===== config.mk =====
export PLATFORM = sky130hd
export DESIGN_NAME = mesi_cache_ctrl_flat
export DESIGN_NICKNAME = d
export VERILOG_FILES = /design/src/rtl/cache_pkg.sv /design/src/rtl/mesi_cache_ctrl_if.sv /design/src/rtl/plru_tree.sv /design/src/rtl/mesi_cache_ctrl.sv /design/src/flat_wrapper.sv
export SDC_FILE = /design/constraint.sdc
export NUM_CORES = 2
export LEC_CHECK = 0
export ABC_CLOCK_PERIOD_IN_PS = 9500
export BUFFER_PORTS_ARGS = -buffer_cell sky130_fd_sc_hd__buf_4
export CAP_MARGIN = 30
export CORE_AREA = 4 4 610 461
export CTS_CLUSTER_SIZE = 25
export DETAILED_ROUTE_END_ITERATION = 8
export DIE_AREA = 0 0 614 465
export HOLD_SLACK_MARGIN = 0.03
export PLACE_DENSITY = 0.56
export SLEW_MARGIN = 40
export SYNTH_ARGS = -nofsm -noshare
export SYNTH_HDL_FRONTEND = slang
export SYNTH_SLANG_ARGS = --single-unit

===== constraint.sdc =====
create_clock -name clk -period 9.5 [get_ports clk]
set_input_delay 0.475 -clock clk [delete_from_list [all_inputs] [get_ports clk]]
set_output_delay 0.475 -clock clk [all_outputs]
set_load 0.02 [all_outputs]

===== src/rtl/cache_pkg.sv =====
// Shared encodings for the MESI cache controller: snoop/CPU commands,
// L2 message codes, per-line MESI states and the controller FSM states.
package cache_pkg;

  typedef enum logic [2:0] {
    CMD_READ       = 3'd0,
    CMD_WRITE      = 3'd1,
    CMD_INVALIDATE = 3'd2,
    CMD_CLEAR      = 3'd3,
    CMD_DATAREQ    = 3'd4
  } cmd_e;

  typedef enum logic [1:0] {
    L2_RETURNDATA = 2'd0,
    L2_WRITE      = 2'd1,
    L2_READ       = 2'd2,
    L2_RFO        = 2'd3
  } l2_cmd_e;

  typedef enum logic [1:0] {
    MESI_I = 2'd0,
    MESI_M = 2'd1,
    MESI_S = 2'd2,
    MESI_E = 2'd3
  } mesi_e;

  typedef enum logic [2:0] {
    S_IDLE,
    S_LOOKUP,
    S_EVICT,
    S_FILL,
    S_RESP,
    S_CLEAR
  } state_e;

endpackage


===== src/rtl/mesi_cache_ctrl_if.sv =====
// Command/response and L2 message bundle between a requester and the cache
// controller; the requester holds the master side.
interface mesi_cache_ctrl_if #(
  parameter int ADDR_W = 32
);
  logic              cmd_valid;
  logic              cmd_ready;
  logic [2:0]        cmd;
  logic [ADDR_W-1:0] addr;
  logic              resp_valid;
  logic              resp_hit;
  logic              l2_valid;
  logic [1:0]        l2_cmd;
  logic [ADDR_W-1:0] l2_addr;

  modport master (
    output cmd_valid, cmd, addr,
    input  cmd_ready, resp_valid, resp_hit, l2_valid, l2_cmd, l2_addr
  );

  modport slave (
    input  cmd_valid, cmd, addr,
    output cmd_ready, resp_valid, resp_hit, l2_valid, l2_cmd, l2_addr
  );
endinterface


===== src/rtl/plru_tree.sv =====
// Tree pseudo-LRU for one set: chooses the victim way and computes the tree
// bits after an access. Node n has children 2n+1/2n+2; a 0 bit sends the victim left.
module plru_tree #(
  parameter int WAYS = 4
) (
  input  logic [WAYS-2:0]         i_bits,
  input  logic [$clog2(WAYS)-1:0] i_access_way,
  output logic [$clog2(WAYS)-1:0] o_victim,
  output logic [WAYS-2:0]         o_bits_next
);
  localparam int WAY_W = $clog2(WAYS);

  // Level l holds nodes (2**l)-1 .. 2*(2**l)-2; the way prefix above level l picks one.
  always_comb begin
    logic [WAY_W-1:0] vic;
    vic = '0;
    for (int l = 0; l < WAY_W; l++) begin
      for (int n = 0; n < (1 << l); n++) begin
        if ((vic >> (WAY_W - l)) == WAY_W'(n)) begin
          vic[WAY_W-1-l] = i_bits[(1 << l) - 1 + n];
        end
      end
    end
    o_victim = vic;
  end

  always_comb begin
    o_bits_next = i_bits;
    for (int l = 0; l < WAY_W; l++) begin
      for (int n = 0; n < (1 << l); n++) begin
        if ((i_access_way >> (WAY_W - l)) == WAY_W'(n)) begin
          o_bits_next[(1 << l) - 1 + n] = ~i_access_way[WAY_W-1-l];
        end
      end
    end
  end

endmodule


===== src/rtl/mesi_cache_ctrl.sv =====
// Set-associative MESI cache tag controller: serves READ/WRITE/snoop commands,
// emits L2 messages for evictions, fills and snoop data, and keeps hit/miss stats.
module mesi_cache_ctrl
  import cache_pkg::*;
#(
  parameter int ADDR_W   = 32,
  parameter int OFFSET_W = 6,
  parameter int SET_W    = 4,
  parameter int WAYS     = 4,
  parameter int CNT_W    = 32
) (
  input  logic                               clk,
  input  logic                               rst_n,
  mesi_cache_ctrl_if.slave                   bus,
  input  logic [SET_W-1:0]                   i_dbg_set,
  input  logic [$clog2(WAYS)-1:0]            i_dbg_way,
  output logic [ADDR_W-OFFSET_W-SET_W-1:0]   o_dbg_tag,
  output logic [1:0]                         o_dbg_mesi,
  output logic [CNT_W-1:0]                   o_stat_hits,
  output logic [CNT_W-1:0]                   o_stat_misses
);
  localparam int TAG_W  = ADDR_W - OFFSET_W - SET_W;
  localparam int WAY_W  = $clog2(WAYS);
  localparam int SETS   = 2 ** SET_W;
  localparam int LINE_W = ADDR_W - OFFSET_W;

  state_e            r_state, w_next_state;
  logic [2:0]        r_cmd;
  logic [LINE_W-1:0] r_line;
  logic              r_hit;
  logic [WAY_W-1:0]  r_way;
  logic [SET_W-1:0]  r_clr_set;
  logic [CNT_W-1:0]  r_hits, r_misses;
  logic [TAG_W-1:0]  r_tag  [SETS][WAYS];
  mesi_e             r_mesi [SETS][WAYS];
  logic [WAYS-2:0]   r_plru [SETS];

  logic [SET_W-1:0]  w_set;
  logic [TAG_W-1:0]  w_req_tag;
  logic              w_hit, w_any_inv, w_victim_dirty;
  logic [WAY_W-1:0]  w_hit_way, w_first_inv, w_plru_victim, w_victim_way, w_access_way;
  mesi_e             w_hit_mesi;
  logic [WAYS-2:0]   w_plru_next;
  logic              w_accept, w_line_we, w_tag_we, w_plru_we, w_clr;
  logic [WAY_W-1:0]  w_line_way;
  mesi_e             w_line_mesi;

  assign w_set     = r_line[SET_W-1:0];
  assign w_req_tag = r_line[LINE_W-1:SET_W];

  always_comb begin
    w_hit       = 1'b0;
    w_hit_way   = '0;
    w_any_inv   = 1'b0;
    w_first_inv = '0;
    for (int w = WAYS - 1; w >= 0; w--) begin
      if (r_mesi[w_set][w] == MESI_I) begin
        w_any_inv   = 1'b1;
        w_first_inv = WAY_W'(w);
      end else if (r_tag[w_set][w] == w_req_tag) begin
        w_hit     = 1'b1;
        w_hit_way = WAY_W'(w);
      end
    end
  end

  assign w_victim_way   = w_any_inv ? w_first_inv : w_plru_victim;
  assign w_victim_dirty = (r_mesi[w_set][w_victim_way] == MESI_M);
  assign w_hit_mesi     = r_mesi[w_set][w_hit_way];
  assign w_access_way   = (r_state == S_FILL) ? r_way : w_hit_way;

  plru_tree #(.WAYS(WAYS)) u_plru (
    .i_bits       (r_plru[w_set]),
    .i_access_way (w_access_way),
    .o_victim     (w_plru_victim),
    .o_bits_next  (w_plru_next)
  );

  // NOTE: state registers use non-blocking assignment so every flop samples pre-edge values.
  always_ff @(posedge clk or negedge rst_n) begin
    if (!rst_n) r_state <= S_IDLE;
    else        r_state <= w_next_state;
  end

  // NOTE: every output of this block gets a default first, so no path can infer a latch.
  always_comb begin
    w_next_state   = r_state;
    w_accept       = 1'b0;
    w_line_we      = 1'b0;
    w_tag_we       = 1'b0;
    w_line_way     = r_way;
    w_line_mesi    = MESI_I;
    w_plru_we      = 1'b0;
    w_clr          = 1'b0;
    bus.cmd_ready  = 1'b0;
    bus.resp_valid = 1'b0;
    bus.resp_hit   = 1'b0;
    bus.l2_valid   = 1'b0;
    bus.l2_cmd     = L2_RETURNDATA;
    bus.l2_addr    = '0;
    unique case (r_state)
      S_IDLE: begin
        bus.cmd_ready = 1'b1;
        if (bus.cmd_valid) begin
          w_accept     = 1'b1;
          w_next_state = (bus.cmd == CMD_CLEAR) ? S_CLEAR : S_LOOKUP;
        end
      end
      S_LOOKUP: begin
        w_next_state = S_RESP;
        w_line_way   = w_hit_way;
        case (r_cmd)
          CMD_READ: begin
            if (w_hit) w_plru_we = 1'b1;
            else       w_next_state = w_victim_dirty ? S_EVICT : S_FILL;
          end
          CMD_WRITE: begin
            if (!w_hit) begin
              w_next_state = w_victim_dirty ? S_EVICT : S_FILL;
            end else if (w_hit_mesi == MESI_S) begin
              w_next_state = S_FILL;
            end else begin
              w_line_we   = 1'b1;
              w_line_mesi = MESI_M;
              w_plru_we   = 1'b1;
            end
          end
          CMD_INVALIDATE: begin
            if (w_hit && w_hit_mesi == MESI_M) w_next_state = S_FILL;
            else if (w_hit)                    w_line_we    = 1'b1;
          end
          CMD_DATAREQ: begin
            if (w_hit && w_hit_mesi == MESI_M) begin
              w_next_state = S_FILL;
            end else if (w_hit && w_hit_mesi == MESI_E) begin
              w_line_we   = 1'b1;
              w_line_mesi = MESI_S;
            end
          end
          default: ;
        endcase
      end
      S_EVICT: begin
        bus.l2_valid = 1'b1;
        bus.l2_cmd   = L2_WRITE;
        bus.l2_addr  = {r_tag[w_set][r_way], w_set, {OFFSET_W{1'b0}}};
        w_next_state = S_FILL;
      end
      S_FILL: begin
        bus.l2_valid = 1'b1;
        bus.l2_addr  = {r_line, {OFFSET_W{1'b0}}};
        w_line_we    = 1'b1;
        w_next_state = S_RESP;
        case (r_cmd)
          CMD_READ: begin
            bus.l2_cmd  = L2_READ;
            w_tag_we    = 1'b1;
            w_line_mesi = MESI_E;
            w_plru_we   = 1'b1;
          end
          CMD_WRITE: begin
            bus.l2_cmd  = L2_RFO;
            w_tag_we    = 1'b1;
            w_line_mesi = MESI_M;
            w_plru_we   = 1'b1;
          end
          CMD_INVALIDATE: bus.l2_cmd = L2_WRITE;
          default: begin
            bus.l2_cmd  = L2_RETURNDATA;
            w_line_mesi = MESI_S;
          end
        endcase
      end
      S_RESP: begin
        bus.resp_valid = 1'b1;
        bus.resp_hit   = r_hit;
        w_next_state   = S_IDLE;
      end
      S_CLEAR: begin
        w_clr = 1'b1;
        if (&r_clr_set) w_next_state = S_RESP;
      end
      default: w_next_state = S_IDLE;
    endcase
  end

  // NOTE: the tag/MESI/PLRU arrays are flops with a defined reset image, so they reset like any register.
  always_ff @(posedge clk or negedge rst_n) begin
    if (!rst_n) begin
      r_cmd     <= '0;
      r_line    <= '0;
      r_hit     <= 1'b0;
      r_way     <= '0;
      r_clr_set <= '0;
      r_hits    <= '0;
      r_misses  <= '0;
      for (int s = 0; s < SETS; s++) begin
        r_plru[s] <= '0;
        for (int w = 0; w < WAYS; w++) begin
          r_tag[s][w]  <= '0;
          r_mesi[s][w] <= MESI_I;
        end
      end
    end else begin
      if (w_accept) begin
        r_cmd     <= bus.cmd;
        r_line    <= bus.addr[ADDR_W-1:OFFSET_W];
        r_hit     <= 1'b0;
        r_clr_set <= '0;
      end
      if (r_state == S_LOOKUP) begin
        r_hit <= w_hit && (r_cmd <= CMD_DATAREQ);
        r_way <= w_hit ? w_hit_way : w_victim_way;
        if (r_cmd == CMD_READ || r_cmd == CMD_WRITE) begin
          if (w_hit) begin
            if (!(&r_hits)) r_hits <= r_hits + CNT_W'(1);
          end else if (!(&r_misses)) begin
            r_misses <= r_misses + CNT_W'(1);
          end
        end
      end
      if (w_line_we) begin
        r_mesi[w_set][w_line_way] <= w_line_mesi;
        if (w_tag_we) r_tag[w_set][w_line_way] <= w_req_tag;
      end
      if (w_plru_we) r_plru[w_set] <= w_plru_next;
      if (w_clr) begin
        for (int w = 0; w < WAYS; w++) r_mesi[r_clr_set][w] <= MESI_I;
        r_plru[r_clr_set] <= '0;
        r_hits            <= '0;
        r_misses          <= '0;
        r_clr_set         <= r_clr_set + SET_W'(1);
      end
    end
  end

  assign o_dbg_tag     = r_tag[i_dbg_set][i_dbg_way];
  assign o_dbg_mesi    = r_mesi[i_dbg_set][i_dbg_way];
  assign o_stat_hits   = r_hits;
  assign o_stat_misses = r_misses;

endmodule


===== src/flat_wrapper.sv =====
// flat-port wrapper written by rule: the top's interface ports become plain ports
module mesi_cache_ctrl_flat import cache_pkg::*;
#(
  parameter int ADDR_W   = 32,
  parameter int OFFSET_W = 6,
  parameter int SET_W    = 4,
  parameter int WAYS     = 4,
  parameter int CNT_W    = 32
)
  (clk, rst_n, i_dbg_set, i_dbg_way, o_dbg_tag, o_dbg_mesi, o_stat_hits, o_stat_misses, bus_cmd_valid, bus_cmd, bus_addr, bus_cmd_ready, bus_resp_valid, bus_resp_hit, bus_l2_valid, bus_l2_cmd, bus_l2_addr);
  mesi_cache_ctrl_if #(.ADDR_W(ADDR_W)) bus_i ();
  input  logic clk;
  input  logic rst_n;
  input  logic [SET_W-1:0] i_dbg_set;
  input  logic [$clog2(WAYS)-1:0] i_dbg_way;
  output logic [ADDR_W-OFFSET_W-SET_W-1:0] o_dbg_tag;
  output logic [1:0] o_dbg_mesi;
  output logic [CNT_W-1:0] o_stat_hits;
  output logic [CNT_W-1:0] o_stat_misses;
  input wire logic [$bits(bus_i.cmd_valid)-1:0] bus_cmd_valid;
  input wire logic [$bits(bus_i.cmd)-1:0] bus_cmd;
  input wire logic [$bits(bus_i.addr)-1:0] bus_addr;
  output wire logic [$bits(bus_i.cmd_ready)-1:0] bus_cmd_ready;
  output wire logic [$bits(bus_i.resp_valid)-1:0] bus_resp_valid;
  output wire logic [$bits(bus_i.resp_hit)-1:0] bus_resp_hit;
  output wire logic [$bits(bus_i.l2_valid)-1:0] bus_l2_valid;
  output wire logic [$bits(bus_i.l2_cmd)-1:0] bus_l2_cmd;
  output wire logic [$bits(bus_i.l2_addr)-1:0] bus_l2_addr;
  assign bus_i.cmd_valid = bus_cmd_valid;
  assign bus_i.cmd = bus_cmd;
  assign bus_i.addr = bus_addr;
  assign bus_cmd_ready = bus_i.cmd_ready;
  assign bus_resp_valid = bus_i.resp_valid;
  assign bus_resp_hit = bus_i.resp_hit;
  assign bus_l2_valid = bus_i.l2_valid;
  assign bus_l2_cmd = bus_i.l2_cmd;
  assign bus_l2_addr = bus_i.l2_addr;
  mesi_cache_ctrl #(.ADDR_W(ADDR_W), .OFFSET_W(OFFSET_W), .SET_W(SET_W), .WAYS(WAYS), .CNT_W(CNT_W)) u_core (.clk(clk), .rst_n(rst_n), .bus(bus_i), .i_dbg_set(i_dbg_set), .i_dbg_way(i_dbg_way), .o_dbg_tag(o_dbg_tag), .o_dbg_mesi(o_dbg_mesi), .o_stat_hits(o_stat_hits), .o_stat_misses(o_stat_misses));
endmodule

Word-level counts from Yosys, hierarchy flattened. Index checks and enable logic that the tools add are counted.

Register bits after elaboration: 1687. Bits in latches: 0. Bits in writable memories: 0. Bits in read-only memories: 0. Input bits: 44. Logic and storage cells: 381. Memories: 0.

$add $sub $neg: 3. Multipliers: 0. Div/mod/pow operators: 0. $lt $le $gt $ge: 12. Equal/unequal tests: 22. Shifts and indexed selects: 0. Muxes and demuxes: 142. Bitwise operators: 20. Reductions and logical operators: 30.

Operators by type and width (number): $bwmux W1408 (1); $bmux W88 S4 (2); $and A128 B128 Y128 (4); $not A128 Y128 (4); $mux W88 (5); $demux W88 S4 (1); $mux W32 (10); $mux W128 (2); $demux W8 S4 (5); $bwmux W128 (1); $mux W22 (5); $mux W48 (2); $bmux W22 S2 (2); $eq A22 B22 Y1 (4); $add A32 B1 Y32 const B (2); $bmux W8 S4 (2); $pmux W32 S2 (1); $reduce_and A32 Y1 (2); $mux W2 (27); $and A48 B48 Y48 (1); $bwmux W48 (1); $mux W8 (6); $not A48 Y48 (1); $demux W22 S2 (1); 38 further kinds (137).

Longest topological paths before layout.
Depth in word-level cells: 30. Gate-level depth with buffers: 24.

Hierarchy. From an unflattened synthesis, not the netlist that was laid out.

Cells, all modules: 6967. Area, all modules: 93843.8 um^2.

By module, submodules not included: mesi_cache_ctrl (times used 1, cells each 6959, area each 93801.2 um^2); plru_tree (times used 1, cells each 8, area each 42.5 um^2).

Worst setup path before layout. No wires, ideal clock.

Path kind: reg-to-output. From: register u_core.r_line[0]. To: output port bus_l2_addr[31]. Data arrival time: 4412 ps. Setup slack: 4613 ps. Cell stages (with the launch flop): 16. Cells stage by stage: dfrtp_1 -> buf_6 -> buf_6 -> buf_6 -> buf_2 -> buf_6 -> buf_2 -> buf_4 -> buf_2 -> clkbuf_1 -> clkbuf_1 -> mux4_2 -> mux4_2 -> nor2_1 -> nor3_1 -> o311a_1.

Longest elaborated chain between the ends: 8.

RTL lines: from (decl) (line mesi_cache_ctrl.sv:29) `logic [LINE_W-1:0] r_line;`; from (signal assigned) (line mesi_cache_ctrl.sv:207) `r_line <= bus.addr[ADDR_W-1:OFFSET_W];`; $not A4 Y5 (implied by the code) (line mesi_cache_ctrl.sv:146) `bus.l2_addr = {r_tag[w_set][r_way], w_set, {OFFSET_W{1'b0}}};`; $bmux W88 S4 (line mesi_cache_ctrl.sv:146); $mux W88 (2 in series); $bmux W22 S2 (line mesi_cache_ctrl.sv:146); $mux W22 (implied by the code) (2 in series) (line mesi_cache_ctrl.sv:146); $pmux W32 S2 (line mesi_cache_ctrl.sv:101) `unique case (r_state)`; to (decl) (line flat_wrapper.sv:28) `output wire logic [$bits(bus_i.l2_addr)-1:0] bus_l2_addr;`.

Every way passes these cells. The select of a mux whose other input is x is not followed.

Final worst setup path.
From: register u_core.r_line[1]. To: register u_core.r_tag[781] (netlist bit).

Longest elaborated chain between the ends: 24.

RTL lines: $not A4 Y5 (implied by the code) *; $bmux W88 S4 (line mesi_cache_ctrl.sv:60) `end else if (r_tag[w_set][w] == w_req_tag) begin`; $mux W88 (implied by the code) (2 in series) (line mesi_cache_ctrl.sv:60); $eq A22 B22 Y1 (line mesi_cache_ctrl.sv:60); $mux W2 (line mesi_cache_ctrl.sv:60); $mux W2 (line mesi_cache_ctrl.sv:57) `if (r_mesi[w_set][w] == MESI_I) begin`; $mux W2 (line mesi_cache_ctrl.sv:60); $mux W2 (line mesi_cache_ctrl.sv:57); [6 not listed]; $mux W2 (implied by the code) (2 in series) (line mesi_cache_ctrl.sv:69) `assign w_hit_mesi = r_mesi[w_set][w_hit_way];`; $eq A2 B2 Y1 (line mesi_cache_ctrl.sv:135) `end else if (w_hit && w_hit_mesi == MESI_E) begin`; $logic_and A1 B1 Y1 (line mesi_cache_ctrl.sv:135); $mux W1 (line mesi_cache_ctrl.sv:135); $mux W1 (line mesi_cache_ctrl.sv:133) `if (w_hit && w_hit_mesi == MESI_M) begin`; $pmux W1 S3 (line mesi_cache_ctrl.sv:112) `case (r_cmd)`; $pmux W1 S2 (line mesi_cache_ctrl.sv:101); $reduce_and A2 Y1 (no line); to (signal, indexed assignment) (line mesi_cache_ctrl.sv:224) `if (w_tag_we) r_tag[w_set][w_line_way] <= w_req_tag;`; to (decl) (line mesi_cache_ctrl.sv:34) `logic [TAG_W-1:0] r_tag [SETS][WAYS];`.

Mark *: on every way between the ends. The rest lies on a longest branch, timed or not. The select of a mux whose other input is x is not followed. A chain may end at the register's enable or synchronous reset.

==> impl_metrics.py <==
metrics = {
    "clocking": {
        "h-tree-depth": 4,
        "clockBufferDepth": 4,
        "cts_buffers": 193,
        "cts_root_buf": "clkbuf_16",
        "clock_latency_ns": 0.91,
        "cts_setup_buffers": 0,
        "hold_buffers": 28,
        "cts_resized": 0,
        "cts.sinks": 1687,
        "clkTransAtPathRegs_ns": 0.06,
        "cts_tree": "yes",
    },
    "timing": {
        "finalCriticalPeriod_ns": 7.65,
        "fin_crit_sh_pct": 80.5,
        "fmax_mhz": 131,
        "hold_viol": 0,
        "fin_setup_tns_ns": 0,
        "slew_headroom_pct": 30.6,
        "finalSetupViolations": 0,
        "rsz0062_at_grt": "false",
        "finalMaxSlewViolations": 0,
        "worst_pin_slew_ns": 1.01,
        "clock_skew_ns": 0.0978,
    },
    "floorplan": {
        "num_rows": 167,
        "coreArea_mm2": 0.275,
        "dieHeight_um": 465,
        "initial_core_util_pct": 34.8,
        "die_w_um": 614,
        "num_io_pins": 170,
        "dieArea_mm2": 0.286,
    },
    "global_routing": {
        "grt_pass1_vias": 66404,
        "grt_antenna_before_repair": 24,
        "grt_max_degree": 156,
        "grt_use_total_pct": 24.8,
        "overflow": 0,
        "grt_pass1_wl_um": 512000,
    },
    "place": {
        "dp_hpwl_um": 235000,
        "io_buffers": 157,
        "gp_congestion": 0.962,
        "dp_cells": 10201,
    },
    "drt": {
        "wl_per_cell_um": 34.2,
        "wl_um": 362000,
        "drc": 0,
        "drt.antenna.violating_nets": 0,
        "drtIter0Drc": 8271,
        "vias": 66635,
        "vias_per_cell": 6.29,
        "drtPass1Iterations": 8,
    },
    "critical_path": {
        "path_delay_family": "simple AND/OR/NAND/NOR gates",
        "worstSetupPathType": "flop to flop",
        "r2r_end": "u_core.r_tag[781]",
        "crit_buf_inv": 4,
        "crit_slowest_cell": "dfrtp_4",
        "reg2regPathDepth": 17,
        "cp_max_fo": 74,
        "path_cells": "buf_12 > buf_4 > buf_12 > mux4_2 > a22o_1 > a221oi_1 > nand3_1 > o2111ai_1 > or4_1 > or3_1 > a21oi_1 > nand2_1 > nand2_1 > nor2_4 > nand2_1 > buf_4 > mux2_2",
        "path_depth": 17,
        "critPathLaunchType": "flop",
        "endpoint_kind": "flop",
        "rrSetupSlack_ns": 1.85,
        "crit_required_ns": 10.27,
        "cp.arrival_ns": 8.42,
        "r2r_start": "u_core.r_line[1]",
        "critPathMaxStageDelay_ns": 0.74,
        "path_common_cell": "nand2_1",
    },
    "power": {
        "peakVddDrop_uv": 182,
        "power.density_mw_per_mm2": 223,
        "p_leak_nw": 47.9,
    },
    "min_path": {
        "whs_endpoint": "u_core.r_line[6]",
        "min_path_cells": 3,
        "hp-class": "primary input to flop",
        "hold_start": "bus_addr[12]",
    },
    "synthesis": {
        "yosysUniqueCellTypes": 111,
        "yosysSeqAreaShare_pct": 44.0,
        "yosysWarnings": 0,
        "avgSynthCellArea_um2": 13.9,
        "synth_top_family_by_area": "multiplexers",
        "synth_area_mm2": 0.0958,
        "ys_seq_elements": 1687,
        "synth_fa_ha_area_share_pct": 0.0888,
        "syn_inst": 6888,
        "synth-compound-area-share_pct": 5.15,
        "ys.flop_type": "dfrtp_1",
        "synth-simple-area-share_pct": 4.86,
        "synth.area.mux_share_pct": 40.7,
        "yosys.area_share.xor_xnor_pct": 1.39,
        "async_flop_share_pct": 100,
        "synth-edff-count": 0,
    },
    "run": {
        "drv_cap": 0,
    },
    "outcome": {
        "status": "complete, no violations",
    },
    "layout": {
        "fin_cells": 10589,
        "drive_gt1_share_pct": 46.6,
        "nets": 6847,
        "final_cell_mix": "1,658 x dfrtp_1, 1,449 x mux2_2, 873 x mux4_2, 347 x nand2_1, 322 x buf_4",
        "final_common_cell": "dfrtp_1",
        "syn_to_final_growth_pct": 12.4,
    },
}
==> worst min-delay path: stages <==
cell and delay, ns:
buf_4 0.08, nand2_1 0.18, nand2_1 0.13
==> cells by family (layout without fill, tap and decap cells) <==
logic type,count (synthesis),in the layout
muxes,2617,2617
other,1,15
and+or+nand+nor,1007,1007
DFF,1687,1687
buffers and inverters,741,795
AOI/OAI and AO/OA,676,676
adders and majority gates,7,7
xor gates and xnor gates,152,152
==> state kept, by name, summed over array words and instances, names as in the netlist <==
| signal | flops |
|---|---|
| u_core.o_stat_hits | 32 |
| u_core.o_stat_misses | 32 |
| u_core.r_clr_set | 4 |
| u_core.r_cmd | 3 |
| u_core.r_hit | 1 |
| u_core.r_line | 26 |
| u_core.r_mesi | 128 |
| u_core.r_plru | 48 |
| u_core.r_state | 3 |
| u_core.r_tag | 1408 |
| u_core.r_way | 2 |
==> metal layers <==
layer,up-vias,share of wire [%],wire (um),global-route usage [%]
met5,-,0.019,67,0
met4,10,4.9,17800,10.3
met3,728,11,40900,8.27
met2,3495,42,152000,34.9
met1,36084,42,151000,35.1
li1,26318,-,-,-
==> synthesized netlist by cell type, types with 59 or more instances <==
| cell type | instances | area [um2] |
|---|---|---|
| a211oi_1 | 97 | 728 |
| a21oi_1 | 81 | 405 |
| a22oi_1 | 72 | 541 |
| a31oi_1 | 93 | 582 |
| buf_1 | 68 | 255 |
| buf_2 | 188 | 941 |
| clkbuf_1 | 348 | 1310 |
| dfrtp_1 | 1687 | 42200 |
| mux2_2 | 1449 | 16300 |
| mux2i_1 | 276 | 2760 |
| mux4_2 | 873 | 19700 |
| nand2_1 | 363 | 1360 |
| nand3_1 | 70 | 350 |
| nor2_1 | 290 | 1090 |
| nor3_1 | 59 | 295 |
| o21ai_0 | 86 | 430 |
| xnor2_1 | 100 | 876 |
==> how the worst max path moves through the flow <==
| stage | slack (ns) | end | start |
|---|---|---|---|
| global route | 1.77 | u_core.r_tag[784] | u_core.r_line[1] |
| floorplan | 4.61 | bus_l2_addr[31] | u_core.r_line[0] |
| global placement | 1.76 | u_core.r_tag[1379] | u_core.r_line[1] |
| CTS | 1.94 | u_core.r_mesi[31] | u_core.r_line[1] |
| detailed placement | 2.04 | u_core.r_mesi[55] | u_core.r_line[1] |
| finish | 1.85 | u_core.r_tag[781] | u_core.r_line[1] |
==> final cells by class <==
| class | instances | area, um2 |
|---|---|---|
| antenna | 9 | 22.5 |
| clock buffer | 299 | 5870 |
| sequential | 1687 | 42300 |
| tap | 3633 | 4550 |
| clock inverter | 46 | 563 |
| timing repair buffer | 411 | 3860 |
| multi-input combinational | 4465 | 50500 |
| inverter | 39 | 153 |
| fill | 25431 | 167000 |
==> stage by stage <==
step / worst slack (ns) / power [W] / util, % / area, um2 / hold WS (ns)
2_1_floorplan: 4.61 / 0.0131 / - / 95900 / 0.179
3_3_place_gp: 1.76 / 0.0160 / 36.4 / 100000 / 0.485
3_5_place_dp: 2.04 / 0.0162 / 36.6 / 101000 / 0.497
4_1_cts: 1.94 / 0.0239 / 39.1 / 107000 / 0.0387
5_1_grt: 1.77 / 0.0247 / 39.1 / 108000 / 0.0455
6_report: 1.85 / 0.0240 / 39.2 / 108000 / 0.0682
==> where the power goes <==
| group | switching, W | total [W] | internal, W |
|---|---|---|---|
| clock | 0.00319 | 0.00770 | 0.00451 |
| combinational | 0.00557 | 0.00813 | 0.00256 |
| sequential | 0.000659 | 0.00819 | 0.00753 |
No activity file was read; power rests on OpenSTA's default activity.
